`src/rtl/chiplet_pkg.sv`:
```
// Shared chiplet link definitions: flit header layout, command/length codes,
// and the parser state encoding. Used by both the RX parser and TX packetizer.
package chiplet_pkg;

    localparam int FLIT_W        = 40;
    localparam int WORD_W        = 32;
    localparam int MAX_PKT_WORDS = 32;
    localparam int CNT_W         = 6;
    localparam int CMD_W         = 3;
    localparam int LEN_W         = 3;
    localparam int ID_W          = 6;

    // Header bit positions
    localparam int MODE_BIT    = 0;
    localparam int VALID_BIT   = 1;
    localparam int CMD_LSB     = 2;
    localparam int LEN_LSB     = 5;
    localparam int TID_LSB     = 8;
    localparam int DID_LSB     = 14;
    localparam int LW_ADDR_LSB = 8;

    typedef enum logic [CMD_W-1:0] {
        CMD_RD_REQ = 3'b000,
        CMD_WR_REQ = 3'b001,
        CMD_RD_RSP = 3'b010
    } cmd_e;

    // Length codes: payload bytes = 4 << code
    localparam logic [LEN_W-1:0] LEN_4B   = 3'b000;
    localparam logic [LEN_W-1:0] LEN_8B   = 3'b001;
    localparam logic [LEN_W-1:0] LEN_16B  = 3'b010;
    localparam logic [LEN_W-1:0] LEN_32B  = 3'b011;
    localparam logic [LEN_W-1:0] LEN_64B  = 3'b100;
    localparam logic [LEN_W-1:0] LEN_128B = 3'b101;

    typedef enum logic [1:0] {
        ST_IDLE = 2'd0,
        ST_ADDR = 2'd1,
        ST_DATA = 2'd2
    } rx_state_e;

    // Number of data flits following the address; reads carry no data.
    function automatic logic [CNT_W-1:0] words_from_length(
        input logic [CMD_W-1:0] cmd,
        input logic [LEN_W-1:0] len
    );
        if (cmd == CMD_RD_REQ) begin
            return '0;
        end
        return CNT_W'(1) << len;
    endfunction

endpackage

```
`src/rtl/rx_hdr_decode.sv`:
```
// Combinational header field extraction and legality check for one flit.
module rx_hdr_decode
    import chiplet_pkg::*;
(
    input  logic [FLIT_W-1:0] i_flit,
    output logic              o_mode,
    output logic              o_vld,
    output logic [CMD_W-1:0]  o_cmd,
    output logic [LEN_W-1:0]  o_len,
    output logic [ID_W-1:0]   o_tid,
    output logic [ID_W-1:0]   o_did,
    output logic [WORD_W-1:0] o_lw_addr,
    output logic              o_legal,
    output logic [CNT_W-1:0]  o_words
);

    logic w_cmd_ok;
    logic w_len_ok;

    assign o_mode    = i_flit[MODE_BIT];
    assign o_vld     = i_flit[VALID_BIT];
    assign o_cmd     = i_flit[CMD_LSB +: CMD_W];
    assign o_len     = i_flit[LEN_LSB +: LEN_W];
    assign o_tid     = i_flit[TID_LSB +: ID_W];
    assign o_did     = i_flit[DID_LSB +: ID_W];
    assign o_lw_addr = i_flit[LW_ADDR_LSB +: WORD_W];

    // Only the three defined commands and lengths up to 128B are accepted
    assign w_cmd_ok = (o_cmd == CMD_RD_REQ) || (o_cmd == CMD_WR_REQ) || (o_cmd == CMD_RD_RSP);
    assign w_len_ok = (o_len <= LEN_128B);
    assign o_legal  = w_cmd_ok && w_len_ok;
    assign o_words  = words_from_length(o_cmd, o_len);

endmodule

```
`src/rtl/slave_rx_flit_parser.sv`:
```
// Slave RX flit parser: pops flits from the RX link FIFO, decodes lightweight
// and extended headers and presents per-field registered outputs with valids.
module slave_rx_flit_parser
    import chiplet_pkg::*;
#(
    parameter int DATA_LINE_WIDTH = FLIT_W,
    parameter int WORD_SIZE       = WORD_W,
    parameter int MAX_WORDS       = MAX_PKT_WORDS
)(
    input  logic                       clk,
    input  logic                       rst_n,
    input  logic [DATA_LINE_WIDTH-1:0] i_flit,
    input  logic                       i_flit_valid,
    output logic                       o_flit_ready,
    input  logic                       i_slave_rx_ready,
    output logic [CMD_W-1:0]           o_slave_rx_cmd,
    output logic                       o_slave_rx_cmd_valid,
    output logic [LEN_W-1:0]           o_slave_rx_length,
    output logic                       o_slave_rx_length_valid,
    output logic [ID_W-1:0]            o_slave_rx_tid,
    output logic                       o_slave_rx_tid_valid,
    output logic [ID_W-1:0]            o_slave_rx_did,
    output logic                       o_slave_rx_did_valid,
    output logic [WORD_SIZE-1:0]       o_slave_rx_addr,
    output logic                       o_slave_rx_addr_valid,
    output logic [WORD_SIZE-1:0]       o_slave_rx_data,
    output logic                       o_slave_rx_data_valid,
    output logic                       o_pkt_done,
    output logic                       o_hdr_err
);

    localparam int CW = $clog2(MAX_WORDS) + 1;

    rx_state_e r_state, w_nxt_state;
    logic [CW-1:0] r_cnt, w_nxt_cnt;

    logic                 w_accept;
    logic                 w_mode, w_vld, w_legal;
    logic [CMD_W-1:0]     w_cmd;
    logic [LEN_W-1:0]     w_len;
    logic [ID_W-1:0]      w_tid, w_did;
    logic [WORD_W-1:0]    w_lw_addr;
    logic [CNT_W-1:0]     w_words;

    logic w_hdr_ok, w_hdr_err, w_addr_ld, w_data_ld, w_done;
    logic [WORD_SIZE-1:0] w_addr_val;

    logic [CMD_W-1:0]     r_cmd;
    logic [LEN_W-1:0]     r_len;
    logic [ID_W-1:0]      r_tid, r_did;
    logic [WORD_SIZE-1:0] r_addr, r_data;
    logic                 r_hdr_vld, r_addr_vld, r_data_vld, r_done, r_err;

    // Popping is gated by reset so the FIFO is never drained while held in reset
    assign o_flit_ready = i_slave_rx_ready && rst_n;
    assign w_accept     = i_flit_valid && o_flit_ready;

    rx_hdr_decode u_hdr (
        .i_flit    (i_flit),
        .o_mode    (w_mode),
        .o_vld     (w_vld),
        .o_cmd     (w_cmd),
        .o_len     (w_len),
        .o_tid     (w_tid),
        .o_did     (w_did),
        .o_lw_addr (w_lw_addr),
        .o_legal   (w_legal),
        .o_words   (w_words)
    );

    // Lightweight headers carry the address inline; otherwise it is the flit payload
    assign w_addr_val = (r_state == ST_IDLE) ? WORD_SIZE'(w_lw_addr) : i_flit[WORD_SIZE-1:0];

    // State and word counter register
    always_ff @(posedge clk) begin
        if (!rst_n) begin
            r_state <= ST_IDLE;
            r_cnt   <= '0;
        end else begin
            r_state <= w_nxt_state;
            r_cnt   <= w_nxt_cnt;
        end
    end

    // Next-state decode and per-flit load strobes
    always_comb begin
        w_nxt_state = r_state;
        w_nxt_cnt   = r_cnt;
        w_hdr_ok    = 1'b0;
        w_hdr_err   = 1'b0;
        w_addr_ld   = 1'b0;
        w_data_ld   = 1'b0;
        w_done      = 1'b0;
        if (w_accept) begin
            case (r_state)
                ST_IDLE: begin
                    // Invalid-bit flits are idle fill and vanish without a trace
                    if (w_vld) begin
                        if (!w_legal) begin
                            w_hdr_err = 1'b1;
                        end else begin
                            w_hdr_ok  = 1'b1;
                            w_nxt_cnt = CW'(w_words);
                            if (w_mode) begin
                                w_nxt_state = ST_ADDR;
                            end else begin
                                w_addr_ld = 1'b1;
                                if (w_words == '0) begin
                                    w_done = 1'b1;
                                end else begin
                                    w_nxt_state = ST_DATA;
                                end
                            end
                        end
                    end
                end
                ST_ADDR: begin
                    w_addr_ld = 1'b1;
                    if (r_cnt == '0) begin
                        w_done      = 1'b1;
                        w_nxt_state = ST_IDLE;
                    end else begin
                        w_nxt_state = ST_DATA;
                    end
                end
                ST_DATA: begin
                    w_data_ld = 1'b1;
                    w_nxt_cnt = r_cnt - CW'(1);
                    if (r_cnt == CW'(1)) begin
                        w_done      = 1'b1;
                        w_nxt_state = ST_IDLE;
                    end
                end
                default: begin
                    w_nxt_state = ST_IDLE;
                end
            endcase
        end
    end

    // Output registers: update only when downstream is ready, otherwise hold
    always_ff @(posedge clk) begin
        if (!rst_n) begin
            r_cmd      <= '0;
            r_len      <= '0;
            r_tid      <= '0;
            r_did      <= '0;
            r_addr     <= '0;
            r_data     <= '0;
            r_hdr_vld  <= 1'b0;
            r_addr_vld <= 1'b0;
            r_data_vld <= 1'b0;
            r_done     <= 1'b0;
            r_err      <= 1'b0;
        end else if (i_slave_rx_ready) begin
            r_hdr_vld  <= w_hdr_ok;
            r_addr_vld <= w_addr_ld;
            r_data_vld <= w_data_ld;
            r_done     <= w_done;
            r_err      <= w_hdr_err;
            if (w_hdr_ok) begin
                r_cmd <= w_cmd;
                r_len <= w_len;
                // Lightweight headers have no id fields
                r_tid <= w_mode ? w_tid : '0;
                r_did <= w_mode ? w_did : '0;
            end
            if (w_addr_ld) begin
                r_addr <= w_addr_val;
            end
            if (w_data_ld) begin
                r_data <= i_flit[WORD_SIZE-1:0];
            end
        end
    end

    assign o_slave_rx_cmd          = r_cmd;
    assign o_slave_rx_cmd_valid    = r_hdr_vld;
    assign o_slave_rx_length       = r_len;
    assign o_slave_rx_length_valid = r_hdr_vld;
    assign o_slave_rx_tid          = r_tid;
    assign o_slave_rx_tid_valid    = r_hdr_vld;
    assign o_slave_rx_did          = r_did;
    assign o_slave_rx_did_valid    = r_hdr_vld;
    assign o_slave_rx_addr         = r_addr;
    assign o_slave_rx_addr_valid   = r_addr_vld;
    assign o_slave_rx_data         = r_data;
    assign o_slave_rx_data_valid   = r_data_vld;
    assign o_pkt_done              = r_done;
    assign o_hdr_err               = r_err;

endmodule

```
`config.mk`:
```
export PLATFORM = sky130hd
export DESIGN_NAME = slave_rx_flit_parser
export DESIGN_NICKNAME = d
export VERILOG_FILES = /design/src/rtl/chiplet_pkg.sv /design/src/rtl/rx_hdr_decode.sv /design/src/rtl/slave_rx_flit_parser.sv
export SDC_FILE = /design/constraint.sdc
export NUM_CORES = 1
export LEC_CHECK = 0
export BUFFER_PORTS_ARGS = -buffer_cell sky130_fd_sc_hd__buf_2
export CORE_ASPECT_RATIO = 1.5
export CORE_MARGIN = 4
export CORE_UTILIZATION = 40
export CTS_CLUSTER_DIAMETER = 100
export DETAILED_ROUTE_END_ITERATION = 10
export GPL_ROUTABILITY_DRIVEN = 0
export GPL_TIMING_DRIVEN = 0
export PLACE_DENSITY = 0.65
export SLEW_MARGIN = 10
export SYNTH_ARGS = -nofsm -noshare
export SYNTH_HDL_FRONTEND = slang
export SYNTH_SLANG_ARGS = --single-unit
```
`constraint.sdc`:
```
create_clock -name clk -period 2.5 [get_ports clk]
set_input_delay 0.125 -clock clk [delete_from_list [all_inputs] [get_ports clk]]
set_output_delay 0.125 -clock clk [all_outputs]
set_load 0.005 [all_outputs]
```
* Word level (Yosys, flattened, before mapping)
Cells that the tools add are included.
** Word-level totals
- Flip-flop bits (word level) :: 95
- Input port bits :: 44
- Output and inout port bits :: 91
** Cells by class
- $add $sub $neg :: 1
- Order comparisons :: 1
- Equality and inequality tests :: 9
- Shift-type cells :: 1
- Muxes and demuxes :: 39
- Reduce and logical (&&, ||, !) cells :: 15
** Operators by type and width (count)
- $mux W6 :: 6
- $mux W32 :: 1
- $mux W1 :: 22
- $logic_not A6 Y1 :: 2
- $mux W2 :: 6
- $pmux W6 S2 :: 1
- $eq A6 B1 Y1 const B :: 1
- $ne A2 B2 Y1 const B :: 3
- $pmux W2 S3 :: 1
- $reduce_and A2 Y1 :: 3
- $shl A1 B3 Y6 const A :: 1
- $sub A6 B1 Y6 const B :: 1
- $reduce_and A5 Y1 :: 1
- $reduce_and A4 Y1 :: 1
- $eq A3 B1 Y1 const B :: 1
- $eq A3 B2 Y1 const B :: 1
- $le A3 B3 Y1 const B :: 1
- $logic_and A1 B1 Y1 :: 3
- $logic_not A3 Y1 :: 1
- $ne A3 B3 Y1 const B :: 1
- $pmux W1 S3 :: 1
- $eq A2 B1 Y1 const B :: 1
- $eq A2 B2 Y1 const B :: 1
- $logic_not A2 Y1 :: 1
- other kinds (3) :: 4

* Longest topological paths before layout
- Word-level depth :: 10
- Depth in mapped cells :: 8

* Modules after synthesis
From an unflattened synthesis, not the netlist that was laid out.
** Unflattened totals
- Cells, all modules :: 561
- Area, all modules :: 4662.0 um^2
** Modules (own cells, without submodules)
- slave_rx_flit_parser :: times used 1, cells an instance 500, area an instance 4189.0 um^2
- rx_hdr_decode :: times used 1, cells an instance 61, area an instance 473.0 um^2

* Worst setup path after synthesis
OpenSTA, ideal clock, no wires.
- Path kind :: register to register
- From :: reg r_state[1]
- To :: reg r_data[0], in the netlist o_slave_rx_data[0]
- Library setup time :: 132 ps
- Data arrival time :: 1375 ps
- Path slack :: 993 ps
- Cell stages (with the launch flop) :: 7
- Period minus slack after synthesis :: 1507 ps
- Path through :: dfxtp_1 > buf_2 > nor2b_1 > nand2_1 > clkbuf_1 > nand2_1 > a21oi_1
** Between the ends
- Word-level cells in the longest chain between the ends :: 4
** RTL lines
- start: declaration :: RTL line slave_rx_flit_parser.sv:34 : rx_state_e r_state, w_nxt_state;
- start signal: assignment :: RTL line slave_rx_flit_parser.sv:80 : r_state <= w_nxt_state;
- $eq A2 B2 Y1 :: RTL line slave_rx_flit_parser.sv:95 : case (r_state)
- $mux W1 :: RTL line slave_rx_flit_parser.sv:95
- $mux W1 :: RTL line slave_rx_flit_parser.sv:94 : if (w_accept) begin
- $reduce_and A2 Y1 (no source line)
- end signal: assignment :: RTL line slave_rx_flit_parser.sv:172 : r_data <= i_flit[WORD_SIZE-1:0];
- end: declaration :: RTL line slave_rx_flit_parser.sv:51 : logic [WORD_SIZE-1:0] r_addr, r_data;
Every way passes these cells.
A chain may end at the register's enable or synchronous reset.

* Worst setup path after layout
- From :: reg r_state[1]
- To :: reg r_data[31], in the netlist o_slave_rx_data[31]
Same word-level chain as after synthesis.

==> run_summary.xml <==
<?xml version="1.0" encoding="UTF-8"?>
<metrics>
  <group name="worst_setup_path">
    <metric name="worst_setup_path_start_kind" unit="">flop</metric>
    <metric name="setup.worst_path.end_class" unit="">flop</metric>
    <metric name="critical_path.max_fanout" unit="">10</metric>
    <metric name="worst_setup_path_startpoint" unit="">r_state[1]$_SDFFE_PN0P_</metric>
    <metric name="cp_data_required_time" unit="ns">2.71</metric>
    <metric name="worst_r2r_endpoint" unit="">o_slave_rx_data[31]$_SDFFE_PN0P_</metric>
    <metric name="worst-setup-path-type" unit="">flop to flop</metric>
    <metric name="critical_path.reg2reg.startpoint" unit="">r_state[1]$_SDFFE_PN0P_</metric>
    <metric name="cp-endpoint" unit="">o_slave_rx_data[31]$_SDFFE_PN0P_</metric>
    <metric name="setup.reg_to_reg.worst_slack" unit="ns">0.47</metric>
    <metric name="worstRegToRegCells" unit="">6</metric>
    <metric name="cp_data_arrival_time" unit="ns">2.24</metric>
  </group>
  <group name="placement">
    <metric name="place_area" unit="mm²">0.00493</metric>
    <metric name="post-dp-hpwl" unit="µm">10100</metric>
    <metric name="io_buf_count" unit="">130</metric>
    <metric name="place_inst" unit="">760</metric>
  </group>
  <group name="final_layout">
    <metric name="drive_gt1_share" unit="%">26.1</metric>
    <metric name="syn2layout_area_growth" unit="%">26.1</metric>
    <metric name="layout.core_utilization" unit="%">51.5</metric>
    <metric name="fill_cells" unit="">1027</metric>
    <metric name="layout.nets" unit="">701</metric>
    <metric name="post_layout_nonfiller_instances" unit="">776</metric>
    <metric name="stdcell_area" unit="mm²">0.00522</metric>
    <metric name="diodes" unit="">0</metric>
  </group>
  <group name="timing">
    <metric name="final.setup.tns" unit="ns">0</metric>
    <metric name="skew" unit="ns">0.00771</metric>
    <metric name="rsz_0062_raised_after_global_routing" unit="">false</metric>
    <metric name="final.min_clock_period" unit="ns">2.03</metric>
    <metric name="timing_hold_violations_final" unit="">0</metric>
    <metric name="timing.final.crit_share" unit="%">81.2</metric>
    <metric name="final_max_slew_viol_count" unit="">0</metric>
    <metric name="setup_viol_count_final" unit="">0</metric>
    <metric name="slew-limit-headroom" unit="%">53.2</metric>
    <metric name="timing.fmax" unit="GHz">0.493</metric>
    <metric name="worst-slew-pin-transition" unit="ns">0.700</metric>
  </group>
  <group name="die">
    <metric name="floorplan.io_pins" unit="">135</metric>
    <metric name="num_rows" unit="">45</metric>
    <metric name="die_w" unit="µm">91.0</metric>
    <metric name="die_area" unit="mm²">0.0121</metric>
    <metric name="effective_utilization_at_floorplan" unit="%">40.8</metric>
    <metric name="fp.dieH" unit="µm">133</metric>
    <metric name="floorplan.core_area" unit="mm²">0.0101</metric>
  </group>
  <group name="clocking">
    <metric name="cts_tree" unit="">yes</metric>
    <metric name="cts_hold_buffers" unit="">0</metric>
    <metric name="cts.repair_timing.setup_buffer_count" unit="">0</metric>
    <metric name="cts.repair.resized" unit="">0</metric>
    <metric name="clock-sinks" unit="">95</metric>
    <metric name="cts-buffers-inserted" unit="">9</metric>
    <metric name="clock_insertion_delay_worst_skew" unit="ns">0.35</metric>
    <metric name="cts.path.max_buffers" unit="">2</metric>
    <metric name="cts_root_buf" unit="">clkbuf_16</metric>
    <metric name="ctsHtreeMaxLevel" unit="">3</metric>
    <metric name="clkSlewWorstSetupHoldPaths" unit="ns">0.07</metric>
  </group>
  <group name="global_route">
    <metric name="pin_count_of_the_biggest_net_entering_global_routing" unit="">17</metric>
    <metric name="vias_in_the_first_global_route" unit="">4063</metric>
    <metric name="first_pass_grt_wire_length" unit="µm">20900</metric>
    <metric name="gr-usage-all-layers" unit="%">21.7</metric>
    <metric name="grt_overflow" unit="">0</metric>
    <metric name="antenna_violations_before_repair" unit="">0</metric>
  </group>
  <group name="drt">
    <metric name="detailedRoute.firstIterationViolations" unit="">221</metric>
    <metric name="drcViolationCount" unit="">0</metric>
    <metric name="route.final.wire_length" unit="µm">13500</metric>
    <metric name="viasPerCell" unit="">5.55</metric>
    <metric name="antenna_left" unit="">0</metric>
    <metric name="drtPass1Iterations" unit="">5</metric>
    <metric name="drt-wirelength-per-cell" unit="µm">17.3</metric>
    <metric name="detailroute.via_count" unit="">4304</metric>
  </group>
  <group name="power">
    <metric name="power_leakage" unit="nW">2.16</metric>
    <metric name="peakVddDrop" unit="µV">312</metric>
    <metric name="power_dens_cells" unit="mW/mm²">589</metric>
  </group>
  <group name="logic_synthesis">
    <metric name="postSynthCellCount" unit="">513</metric>
    <metric name="synth.yosys.warnings" unit="">0</metric>
    <metric name="synth.avg_cell_area" unit="µm²">8.06</metric>
    <metric name="synth_largest_type_area_fraction" unit="%">46.0</metric>
    <metric name="yosysTopAreaCell" unit="">dfxtp_1</metric>
    <metric name="yosys_register_bits" unit="">95</metric>
    <metric name="synth_cell_types" unit="">46</metric>
    <metric name="syn_area" unit="mm²">0.00414</metric>
    <metric name="synth.yosys.seq_area_share" unit="%">46.0</metric>
    <metric name="yosys-top-cells-area" unit="">dfxtp_1 46%, nand2_1 11%, a21oi_1 10%, a311oi_1 6.4%, o21ai_0 4.0%</metric>
    <metric name="synth.net_count" unit="">560</metric>
  </group>
  <group name="run_status">
    <metric name="run_status" unit="">complete, no violations</metric>
  </group>
  <group name="hold_path">
    <metric name="min_path_type" unit="">input pin to flop</metric>
  </group>
  <group name="run">
    <metric name="cap_violations" unit="">0</metric>
  </group>
</metrics>
flip-flops by register name, indices dropped and copies added (netlist names):
register and flops:
o_slave_rx_addr_valid 1, o_slave_rx_cmd 3, r_state 2, o_slave_rx_data_valid 1, o_slave_rx_tid 6, o_slave_rx_length 3
o_slave_rx_cmd_valid 1, r_cnt 6, o_slave_rx_addr 32, o_slave_rx_data 32, o_hdr_err 1, o_pkt_done 1
o_slave_rx_did 6
report_power, final:
part	internal, mW	switching (mW)
clock	0.709	0.606
sequential	1.52	0.00602
combinational	0.0787	0.150
worst max-delay path, stage by stage, from the launching register on:
cell,delay [ns]
dfxtp_1,0.36
buf_2,0.25
nor2b_1,0.47
nand2_1,0.32
clkbuf_1,0.31
nand2_1,0.13
a21oi_1,0.06
cell type report:
class	instances	area, µm²	area share (%)
multi-input cells	362	1950	37.4
flip-flops and latches	95	1900	36.5
repair buffers	130	651	12.5
plain buffers	51	264	5.06
clock buffers	11	243	4.65
well taps	117	146	2.81
clock inverters	5	41.3	0.792
inverters	5	18.8	0.360
cell families after synthesis:
family | synth area share [%]
flip-flops | 46.0
multiplexers | 0.817
XOR/XNOR | 0.212
AO/OA/AOI/OAI | 26.0
AND/OR/NAND/NOR | 19.3
buffers and inverters | 6.84
adder cells (fa/ha/maj) | 0.908
placed cells by master (no fill, tap or decap), drive strengths merged, types with 3 or more instances in the layout:
cell    Yosys  layout
nand4       4       4
dfxtp      95      95
and3        3       3
mux2        3       3
nand2     126     126
o311ai      3       3
nor4        4       4
a32oi       3       3
nor3        6       6
ha          3       3
buf        17     147
a21oi      84      84
inv         5       6
nand2b      6       6
a311oi     30      30
o21ai      36      36
nor2        9       9
nand3      14      14
clkbuf     34      45
through the flow:
step / hold slack [ns] / power [mW] / setup WS, ns
final: 0.0356 / 3.07 / 0.470
after global routing: 0.0422 / 3.17 / 0.273
after CTS: 0.0317 / 3.09 / 0.492
after detailed placement: 0.402 / 1.79 / 0.505
after global placement: 0.391 / 1.79 / 0.509
after floorplan: 0.261 / 1.68 / 0.993
worst min path at each step:
| stage | slack (ns) | to | cells past startpoint | from |
|---|---|---|---|---|
| 2_1_floorplan | 0.26 | o_slave_rx_cmd[0]$_SDFFE_PN0P_ | 2 | i_flit[2] |
| 3_3_place_gp | 0.39 | o_slave_rx_data[22]$_SDFFE_PN0P_ | 3 | i_flit[22] |
| 3_5_place_dp | 0.40 | o_slave_rx_data[22]$_SDFFE_PN0P_ | 3 | i_flit[22] |
| 4_1_cts | 0.03 | o_slave_rx_addr[27]$_SDFFE_PN0P_ | 3 | i_flit[35] |
| 5_1_grt | 0.04 | o_slave_rx_addr[27]$_SDFFE_PN0P_ | 3 | i_flit[35] |
| 6_report | 0.04 | o_slave_rx_data[22]$_SDFFE_PN0P_ | 3 | i_flit[22] |
metal layers:
layer,wire (µm),vias to the layer above,global-route usage [%]
met5,0,-,0
met3,713,30,3.81
met2,6930,154,38.0
met4,331,0,9.06
met1,5490,2028,25.9
li1,-,2092,-
cells in the mapped netlist (all sizes together):
master and number:
nand4b 1, nand3 14, a2111oi 2, a21bo 1, ha 3, nor2b 2, nand2b 6, a21oi 84
nand2 126, a32oi 3, o21a 1, o211a 1, a211oi 2, and4 1, mux2 3, nand3b 1
a221oi 1, clkbuf 34, inv 5, dfxtp 95, a2bb2oi 2, o311ai 3, nor3b 2, xor2 1
o2bb2ai 1, a311oi 30, a31oi 2, or3 1, nand4 4, nor2 9, and3 3, nor4 4
nor3 6, or2 1, o21ai 36, a21o 1, a311o 1, buf 17, a31o 1, and2 2
(Power assumes the default switching activity.)
